===== src/rtl/dcache.sv =====
// dcache: direct-mapped, write-back, write-allocate data cache, one word per frame.
// A miss writes back a dirty victim first, then fills. halt flushes every dirty
// frame in index order and parks the cache with flushed=1 until reset.
module dcache #(
    parameter int SETS = 16
) (
    input  logic        CLK,
    input  logic        nRST,
    input  logic        halt,
    input  logic        dmemREN,
    input  logic        dmemWEN,
    input  logic [31:0] dmemaddr,
    input  logic [31:0] dmemstore,
    output logic        dhit,
    output logic [31:0] dmemload,
    output logic        flushed,
    output logic        dREN,
    output logic        dWEN,
    output logic [31:0] daddr,
    output logic [31:0] dstore,
    input  logic        dwait,
    input  logic [31:0] dload
);
    localparam int IDX  = $clog2(SETS);
    localparam int TAGW = 30 - IDX;

    localparam logic [2:0] IDLE   = 3'd0;
    localparam logic [2:0] WB     = 3'd1;
    localparam logic [2:0] FILL   = 3'd2;
    localparam logic [2:0] FLUSH  = 3'd3;
    localparam logic [2:0] HALTED = 3'd4;

    logic [2:0]      state_q, state_d;
    logic [IDX-1:0]  fidx_q, fidx_d;
    logic [SETS-1:0] valid_q, dirty_q;
    logic [TAGW-1:0] tag_q  [SETS];
    logic [31:0]     data_q [SETS];

    logic [IDX-1:0]  idx, clean_idx;
    logic [TAGW-1:0] tag;
    logic            hit, victim_dirty, flush_dirty;
    logic            store_en, fill_en, clean_en;
    logic            unused_addr_bits;

    // Request decode; the low two address bits are a byte offset and carry no meaning here.
    assign idx              = dmemaddr[IDX+1:2];
    assign tag              = dmemaddr[31:IDX+2];
    assign hit              = valid_q[idx] && (tag_q[idx] == tag);
    assign victim_dirty     = valid_q[idx] && dirty_q[idx];
    assign flush_dirty      = valid_q[fidx_q] && dirty_q[fidx_q];
    assign unused_addr_bits = ^dmemaddr[1:0];

    // Next state, datapath response and memory-side request, all from the current state.
    always_comb begin
        state_d   = state_q;
        fidx_d    = fidx_q;
        dhit      = 1'b0;
        dmemload  = '0;
        dREN      = 1'b0;
        dWEN      = 1'b0;
        daddr     = '0;
        dstore    = '0;
        store_en  = 1'b0;
        fill_en   = 1'b0;
        clean_en  = 1'b0;
        clean_idx = idx;
        case (state_q)
            IDLE: begin
                if (halt) begin
                    state_d = FLUSH;
                    fidx_d  = '0;
                end else if (dmemWEN) begin
                    // Writes win over simultaneous reads; a clean or empty victim is simply overwritten.
                    if (hit || !victim_dirty) begin
                        dhit     = 1'b1;
                        dmemload = data_q[idx];
                        store_en = 1'b1;
                    end else begin
                        state_d = WB;
                    end
                end else if (dmemREN) begin
                    if (hit) begin
                        dhit     = 1'b1;
                        dmemload = data_q[idx];
                    end else if (victim_dirty) begin
                        state_d = WB;
                    end else begin
                        state_d = FILL;
                    end
                end
            end
            WB: begin
                dWEN   = 1'b1;
                daddr  = {tag_q[idx], idx, 2'b00};
                dstore = data_q[idx];
                if (!dwait) begin
                    clean_en = 1'b1;
                    // A pending write re-enters IDLE and installs through the clean path.
                    state_d  = (!dmemWEN && dmemREN) ? FILL : IDLE;
                end
            end
            FILL: begin
                dREN  = 1'b1;
                daddr = {dmemaddr[31:2], 2'b00};
                if (!dwait) begin
                    fill_en = 1'b1;
                    state_d = IDLE;
                end
            end
            FLUSH: begin
                clean_idx = fidx_q;
                if (flush_dirty) begin
                    dWEN   = 1'b1;
                    daddr  = {tag_q[fidx_q], fidx_q, 2'b00};
                    dstore = data_q[fidx_q];
                end
                // Clean frames step in one cycle; dirty ones wait for their write to land.
                if (!flush_dirty || !dwait) begin
                    clean_en = flush_dirty;
                    if (&fidx_q) begin
                        state_d = HALTED;
                    end else begin
                        fidx_d = fidx_q + IDX'(1);
                    end
                end
            end
            HALTED: state_d = HALTED;
            default: state_d = IDLE;
        endcase
        flushed = (state_q == HALTED);
    end

    // Controller state and flush scan index.
    always_ff @(posedge CLK or negedge nRST) begin
        if (!nRST) begin
            state_q <= IDLE;
            fidx_q  <= '0;
        end else begin
            state_q <= state_d;
            fidx_q  <= fidx_d;
        end
    end

    // Frame status bits; reset invalidates everything and drops dirty data.
    always_ff @(posedge CLK or negedge nRST) begin
        if (!nRST) begin
            valid_q <= '0;
            dirty_q <= '0;
        end else begin
            if (store_en) begin
                valid_q[idx] <= 1'b1;
                dirty_q[idx] <= 1'b1;
            end
            if (fill_en) begin
                valid_q[idx] <= 1'b1;
                dirty_q[idx] <= 1'b0;
            end
            if (clean_en) begin
                dirty_q[clean_idx] <= 1'b0;
            end
        end
    end

    // Tag and data storage; contents are qualified by valid so they need no reset.
    always_ff @(posedge CLK) begin
        if (store_en) begin
            tag_q[idx]  <= tag;
            data_q[idx] <= dmemstore;
        end
        if (fill_en) begin
            tag_q[idx]  <= tag;
            data_q[idx] <= dload;
        end
    end
endmodule


===== config.mk =====
export PLATFORM = sky130hd
export DESIGN_NAME = dcache
export DESIGN_NICKNAME = d
export VERILOG_FILES = /design/src/rtl/dcache.sv
export SDC_FILE = /design/constraint.sdc
export NUM_CORES = 1
export LEC_CHECK = 0
export BUFFER_PORTS_ARGS = -buffer_cell sky130_fd_sc_hd__buf_2
export CORE_MARGIN = 4
export CORE_UTILIZATION = 25
export CTS_BUF_LIST = sky130_fd_sc_hd__clkbuf_8
export DETAILED_ROUTE_END_ITERATION = 7
export HOLD_SLACK_MARGIN = 0.15
export PLACE_DENSITY = 0.37
export SKIP_CTS_REPAIR_TIMING = 1
export SYNTH_ARGS = -nofsm -noshare
export SYNTH_HDL_FRONTEND = slang
export SYNTH_SLANG_ARGS = --single-unit

===== constraint.sdc =====
create_clock -name CLK -period 6 [get_ports CLK]
set_clock_uncertainty 0.05 [all_clocks]
set_input_delay 1.2 -clock CLK [delete_from_list [all_inputs] [get_ports CLK]]
set_output_delay 1.2 -clock CLK [all_outputs]
set_load 0.01 [all_outputs]

## Yosys cells after proc, flatten, opt, wreduce, memory -nomap -nowiden

Memory sizes are Yosys's and may differ from the RTL's.
Index checks and enable logic that the tools add are counted.

- Bits in registers: 39
- RAM bits: 928
- Input bits: 102
- Output and inout port bits: 100
- Word-level logic and storage cells: 118
- Memories: 2

- Add/subtract/negate cells: 1
- $lt $le $gt $ge: 5
- Eq/ne operators: 14
- Mux-type cells: 66
- Bitwise gates (word level): 9
- Reductions and logical operators: 17

Memories:

| name | words | bits a word | read ports | clocked after Yosys merged registers in | wr ports | line | RTL |
|---|---|---|---|---|---|---|---|
| data_q | 16 | 32 | 2 | 0 | 1 | 37 | `logic [31:0] data_q [SETS];` |
| tag_q | 16 | 26 | 2 | 0 | 1 | 36 | `logic [TAGW-1:0] tag_q [SETS];` |

Operators by type and width:

| cell | number |
|---|---|
| 32-bit two-way mux | 9 |
| 32-bit one-hot mux with 3 select lines | 1 |
| 16-bit two-way mux | 5 |
| 32-bit one-hot mux with 2 select lines | 1 |
| 16-bit bitwise OR | 3 |
| 16-bit AND | 2 |
| 16-bit NOT | 2 |
| 3-bit two-way mux | 9 |
| 26-bit == test | 1 |
| 26-bit two-way mux | 1 |
| 1-bit two-way mux | 24 |
| 1-bit binary-select mux with 4-bit select | 4 |
| 4-bit two-way mux | 4 |
| 4-bit by 5-bit less-than comparator with 1-bit output (second input constant) | 3 |
| 3-bit one-hot mux with 5 select lines | 1 |
| 2-bit != test (second input constant) | 6 |
| 4-bit != test (second input constant) | 3 |
| 1-bit demux with 4-bit select | 2 |
| 4-bit by 1-bit >= comparator with 1-bit output (second input constant) | 2 |
| 4-bit one-hot mux with 2 select lines | 1 |
| 4-bit AND reduction | 2 |
| 7-bit AND reduction | 1 |
| 3-bit by 2-bit == test with 1-bit output (second input constant) | 2 |
| 1-bit logical AND | 6 |
| 10 further kinds | 17 |

## Depth between registers and ports, before layout

Gate-level depths: netlist of run 1.

- Word-level depth: 14
- Depth in mapped cells: 14
- Gate-level depth less buffers: 8

## Worst setup path before layout of run 1

OpenSTA, ideal clock, no wires.

- Path type: input to register
- From: input dmemaddr[2]
- To: memory data_q[14][0], enable pin
- Setup time: 0.493 ns
- Arrival time: 6.739 ns
- Data required time: 5.457 ns
- Path slack: -1.282 ns
- Stages: 12
- Buffers on the path: 6
- Cell sequence: buf_6 > buf_4 > buf_2 > buf_6 > buf_2 > mux4_2 > mux4_2 > and2_1 > nor2_4 > nor2_1 > clkbuf_1 > a21oi_1

- Word-level cells in the longest chain between the ends: 12
- Elaborated cells on any way between the ends: 17
- Classes of those cells: eq/ne (1); mux (10); bitwise (1); reduce/logical (4); memory (1)

RTL lines:

| item | line | RTL |
|---|---|---|
| start: declaration | 12 | `input logic [31:0] dmemaddr,` |
| branches (longest 12 deep; another with memory 16 x 26 bit) | -- |  |
| end: declaration | 37 |  |

Parallel ways; which one is timed is not known. The select of a mux whose other input is x is not followed.

## Worst setup path in the final report of run 1

- From: input dmemaddr[2]
- To: output dmemload[13]

- Word-level cells in the longest chain between the ends: 9
- Elaborated cells on any way between the ends: 17
- Classes of those cells: eq/ne (1); mux (10); reduce/logical (4); memory (2)

RTL lines:

| item | line | RTL |
|---|---|---|
| branches (longest 6 deep; another with memory 16 x 26 bit) | -- |  |
| 32-bit two-way mux * | 72 | `end else if (dmemWEN) begin` |
| 32-bit two-way mux * | 69 | `if (halt) begin` |
| 32-bit two-way mux * | 67 | `case (state_q)` |
| end: declaration | 15 | `output logic [31:0] dmemload,` |

Every way passes the cells marked *. The select of a mux whose other input is x is not followed.

==> results of run 1 <==
## power by group through the flow
| stage | clock, µW | sequential [µW] | combinational (µW) |
|---|---|---|---|
| floorplan | 0 | 7980 | 2820 |
| global placement | 0 | 8020 | 4600 |
| detailed placement | 0 | 8030 | 4630 |
| CTS | 6470 | 7900 | 4640 |
| global route | 6780 | 7910 | 4850 |
| finish | 6210 | 7900 | 4500 |
## cells by family after synthesis
group                    Yosys count  synth area share [%]
adder cells (fa/ha/maj)            1               0.02656
AO/OA/AOI/OAI                    315                 4.383
multiplexers                     662                 28.57
flip-flops                       967                 61.24
buffers and inverters            273                 2.428
AND/OR/NAND/NOR                  285                 2.827
other                              1              0.007962
XOR/XNOR                          28                0.5207
## worst paths after layout
path / startpoint / to / slack [ns] / depth (start not counted)
hold / removal: nRST / fidx_q[0]$_DFFE_PN0P_ / 0.39 / 1
setup / recovery: dmemaddr[2] / dmemload[13] / 0.14 / 13
max in group asynchronous: nRST / fidx_q[1]$_DFFE_PN0P_ / 4.77 / 1
setup reg to reg: state_q[1]$_DFFE_PN0P_ / data_q[5][1]$_DFFE_PP_ / 1.82 / 13
min in group CLK: dmemaddr[23] / tag_q[2][17]$_DFFE_PP_ / 0.52 / 1
hold reg to reg: dirty_q[11]$_DFF_PN0_ / dirty_q[11]$_DFF_PN0_ / 0.58 / 2
## through the flow
step / hold slack, ns / instance area (µm²) / total power (µW) / TNS (ns)
after floorplan: 0.5303 / 47170 / 10800 / -529.94
after global placement: 0.5635 / 54180 / 12620 / -0.01073
after detailed placement: 0.5716 / 54180 / 12660 / -1.140
after CTS: 0.2901 / 57630 / 19000 / -2.033
after global routing: 0.3876 / 57700 / 19540 / -0.01091
final: 0.3873 / 57700 / 18610 / 0
## per-layer routing
metal  GRT usage [%]  part of all wire [%]  up-vias
li1                -                     -    11750
met4           4.877                   2.5        0
met3           2.611                   4.4      255
met2           28.68                    50      843
met5               0                     0        -
met1           22.82                    43    15380
## worst max-delay path: cells and delay by family
kind / cells / cell delay [ns]
buffers and inverters: 5 / 0.91
AND/OR/NAND/NOR: 3 / 1.12
multiplexers: 1 / 0.56
AO/OA/AOI/OAI: 4 / 0.78
## cell usage after synthesis, types with 8 or more instances
cell type and count:
edfxtp_1 928, mux4_2 530, nand2_1 134, clkbuf_1 118, o21ai_0 93, inv_1 72, mux2i_1 71, mux2_2 53
a21oi_1 49, dfrtp_1 39, buf_1 38, nor2_1 35, a22oi_1 33, nor3_1 33, buf_2 29, a21boi_1 27
a31oi_1 21, xnor2_1 21, a221oi_1 18, or3_1 17, nand3_1 14, o22ai_1 12, nand2b_1 11, buf_4 9
nor2b_1 9, and2_1 8, mux4_1 8
## layout make-up
| class | count | share of cell area [%] |
|---|---|---|
| Tap cell | 2495 | 5.410 |
| Antenna cell | 4 | 0.01735 |
| Sequential cell | 967 | 50.01 |
| Clock inverter | 146 | 1.466 |
| Multi-Input combinational cell | 1293 | 30.05 |
| Timing Repair Buffer | 477 | 8.060 |
| Inverter | 73 | 0.4792 |
| Clock buffer | 189 | 4.508 |
## sequential cells by signal, summed over array words and instances (netlist names)
name and count:
dirty_q 16, valid_q 16, data_q 512, tag_q 416, state_q 3, fidx_q 4
==> flow_summary.ini, run 1 <==
[finish]
seqCellArea_um2 = 28860
drive_gt1_share_pct = 42.29
layout.cells.most_common = edfxtp_1
final_nets = 3100
final_cells = 5644
synthToLayoutAreaGrowth_pct = 22.52
post-route-util_pct = 30.76
fill_cells = 18260
final_cell_mix = edfxtp_1, mux4_2, buf_2
multi_input_area_um2 = 17340

[sta]
hold_viol = 0
fin_crit_ns = 5.862
drv_slew = 0
tightestPinTransition_ns = 0.9853
setup_slack_ns = 0.1381
slew-limit-headroom_pct = 34.31
period_share_pct = 97.70
setup_viol_count_final = 0
fmax_mhz = 170.6

[routing]
avgRoutedWirePerCell_um = 30.04
routed_via_density = 5.003
drtAntennaViolNets = 0
drt_iter0_markers = 2698
drcViolationCount = 0
drt_first_pass_iters = 6
vias = 28240
drt_wl_total_um = 169500

[global_routing]
grt_pass1_wl_um = 238300
antenna_found_initial = 13
grt_max_degree = 91
grt_pass1_vias = 30350
overflow = 0
grt_usage_pct = 17.04

[die]
die_x_um = 442.0
core.rowCount = 159
initial_core_util_pct = 25.11
die-area_um2 = 195400
design.core.area_um2 = 187600
die_h_um = 442.0
num_io_pins = 202

[setup_path]
cp_cell_sequence = buf_12 > mux4_2 > a22o_1 > nor3_1 > o2111ai_1 > or4_1 > nor4_2 > buf_4 > o2111ai_4 > buf_12 > buf_12 > a21boi_1 > buf_2
cp_data_required_time_ns = 4.75
cp-start-kind = input pin
cpMostUsedCell = buf_12
critPathArrivalTime_ns = 4.61
path_max_fanout = 15
end_kind = output pin
cpMaxStageDelayCell = or4_1
crit_type = input pin to output pin
max_stage_delay_ns = 0.58

[logic_synthesis]
synth-seq-area-share_pct = 61.24
avgSynthCellArea_um2 = 18.60
synth.largest_area_cell = edfxtp_1
synth_top_area_share_pct = 59.17
synth-edff-count = 928
synth_ff_type = edfxtp_1
synthTopCellsByArea = edfxtp_1, mux4_2, dfrtp_1
yosys_register_bits = 967
ys_warn_count = 0
syn_inst = 2532
ys_async_sr_fraction_pct = 4.033
syn_area_um2 = 47100
synth_cell_type_count = 70

[clock_network]
cts_num_sinks = 967
cts_max_path_buffers = 3
cts.clk_slew.worst_paths_ns = 0.06
cts_tree = done
cts_root_buf = clkbuf_8
cts_max_level = 4
numCtsBuffers = 185
insertion_delay_ns = 0.93

[pwr]
switchingPower_uw = 5690
powerDensity_nw_per_um2 = 322.6
pwr-share-comb_pct = 24.2
p_leak_uw = 0.01889
intPower_uw = 12920
peakVddDrop_mv = 0.2326
pwr-share-clk_pct = 33.4
sw_frac_of_total_pct = 30.57
p_seq_share_pct = 42.4

[run]
maxCapViolCount = 0

[placement]
port_buffers = 197
place_hpwl_um = 107200
gp_congestion = 0.7712
dp_slack_ns = -0.08188
dp.cells = 5304

[hold_path]
worstHoldPathType = input pin to async pin

[run_status]
status = finished, final reports clean
(Power assumes the default switching activity.)
==> run 2, diff against run 1 <==
- ABC_AREA: not set -> 1
- PLACE_DENSITY: 0.37 -> 0.38
==> run 2 against run 1 <==
Net effect: combinational power grew 9.1%; cell count grew 25%; clock-buffer cell count shrank 4; clock power shrank 3%; critical path type is now register to output pin.
==> flow_summary.ini, run 2 <==
[run_status]
status = finished, final reports clean

[global_routing]
grt_pass1_wl_um = 279600
overflow = 0
grt_usage_pct = 20.73
grt_pass1_vias = 37530
antenna_found_initial = 18
grt_max_degree = 135

[routing]
drt_wl_total_um = 198900
drt_iter0_markers = 3277
avgRoutedWirePerCell_um = 28.14
drcViolationCount = 0
drtAntennaViolNets = 0
routed_via_density = 5.284
vias = 37350
drt_first_pass_iters = 5

[clock_network]
numCtsBuffers = 182
cts_max_path_buffers = 3
insertion_delay_ns = 0.91
cts_tree = done
cts_max_level = 4
cts_num_sinks = 967
cts_root_buf = clkbuf_8
cts.clk_slew.worst_paths_ns = 0.06

[logic_synthesis]
ys_async_sr_fraction_pct = 4.033
ys_warn_count = 0
synth.largest_area_cell = edfxtp_1
synth-edff-count = 928
synth_ff_type = edfxtp_1
synthTopCellsByArea = edfxtp_1, nand2_1, o22ai_1
yosys_register_bits = 967
yosysMostFrequentCell = nand2_1
syn_area_um2 = 45250
avgSynthCellArea_um2 = 10.42
synth_cell_type_count = 46
synth-seq-area-share_pct = 63.74
synth_top_area_share_pct = 61.59
synth_common_cells = nand2_1, edfxtp_1, o22ai_1
syn_inst = 4341

[setup_path]
cp-start-kind = register
rr_worst_depth = 7
end_kind = output pin
r2r_slack_ns = 1.72
path_max_fanout = 25
timing.rr.end = data_q[14][9]$_DFFE_PP_
crit_type = register to output pin
cp_data_required_time_ns = 4.75
rr_startpoint = state_q[2]$_DFFE_PN0P_
critPathArrivalTime_ns = 4.58

[run]
maxCapViolCount = 0

[pwr]
switchingPower_uw = 6683
powerDensity_nw_per_um2 = 355.2
intPower_uw = 12240
sw_frac_of_total_pct = 35.31
finalPower_uw = 18920
peakVddDrop_mv = 0.3649
pwr-share-clk_pct = 32.0
p_leak_uw = 0.01907
pwr-share-comb_pct = 25.9
p_seq_share_pct = 42.1

[sta]
fin_crit_ns = 5.829
slew-limit-headroom_pct = 23.21
drv_slew = 0
fmax_mhz = 171.5
hold_viol = 0
rsz0062_at_grt = true
tightestPinTransition_ns = 1.152
setup_viol_count_final = 0
period_share_pct = 97.16

[die]
initial_core_util_pct = 25.25
core.rowCount = 155
die-area_um2 = 187900
die_x_um = 433.4
die_h_um = 433.4
num_io_pins = 202
design.core.area_um2 = 179200

[finish]
final_cells = 7068
layout.cells.most_common = nand2_1
fill_cells = 18540
largest_register_ffs = 512
synthToLayoutAreaGrowth_pct = 17.74
final_nets = 4665
regMostFlops = data_q
final_cell_mix = nand2_1, edfxtp_1, o22ai_1
drive_gt1_share_pct = 14.34
top_regs = data_q x512, tag_q x416

[placement]
dp.cells = 6733
port_buffers = 197
gp_congestion = 0.7946
place_hpwl_um = 108600

[hold_path]
worstHoldPathType = input pin to async pin
[run 2: critical path: stages (launching register included)]
cell and delay, ns:
dfrtp_1 0.54, inv_1 0.28, nand2_4 0.11, inv_2 0.45, o21ai_0 0.22, nand4_1 0.15, o311ai_0 0.17, buf_4 0.20
nand3_4 0.07, buf_4 0.59, buf_4 0.44, nand2_1 0.23, buf_2 0.21
[run 2: cell type report]
cell class	count	area, µm²	area share (%)
well taps	2355	2947	5.531
clock inverters	145	777.0	1.458
clock buffers	185	2546	4.779
inverters	138	546.8	1.026
repair buffers	346	2794	5.244
multi-input cells	2927	14800	27.78
diodes	5	12.51	0.02349
flip-flops and latches	967	28850	54.15
[run 2: how the worst max path moves through the flow]
stage                               start  slack [ns]                 endpoint
floorplan                     dmemaddr[2]        1.37  data_q[10][0]$_DFFE_PP_
CTS                 fidx_q[0]$_DFFE_PN0P_       -0.16                daddr[28]
detailed placement            dmemaddr[3]        0.26             dmemload[11]
global placement              dmemaddr[3]        0.28              dmemload[7]
finish              fidx_q[0]$_DFFE_PN0P_        0.17                     dWEN
global route        fidx_q[0]$_DFFE_PN0P_       -0.01                     dWEN
[run 2: cells by family after synthesis]
kind of cell	share of synthesized area [%]
buf+inv	4.134
other cells	0.008288
fa+ha+maj	0.02765
simple gates	15.80
flops	63.74
compound gates	16.27
xor+xnor	0.01936
[run 2: per-stage QoR]
stage | cell area, µm² | setup slack [ns] | hold slack (ns) | util, % | TNS, ns
2_1_floorplan | 45250 | 1.369 | 0.3970 | - | 0
3_3_place_gp | 49910 | 0.2833 | 0.4270 | 27.85 | 0
3_5_place_dp | 49910 | 0.2642 | 0.4177 | 27.85 | 0
4_1_cts | 53230 | -0.1605 | 0.3487 | 29.70 | -0.1605
5_1_grt | 53270 | -0.01465 | 0.4222 | 29.73 | -0.01465
6_report | 53270 | 0.1706 | 0.4270 | 29.73 | 0
[run 2: routing by layer]
layer	share of wire (%)	track usage (%)	routed length [µm]
met1	43	27.10	85050
met4	3.8	8.164	7655
met5	0.0065	0	13
met3	6.2	3.136	12260
met2	47	34.50	93950
[run 2: power groups by stage]
stage	clock, µW	sequential (µW)	combinational [µW]
after floorplan	0	8070	2600
after global placement	0	8100	4940
after detailed placement	0	8100	4930
after CTS	6240	7960	4940
after global routing	6580	7980	5270
final	6050	7960	4910
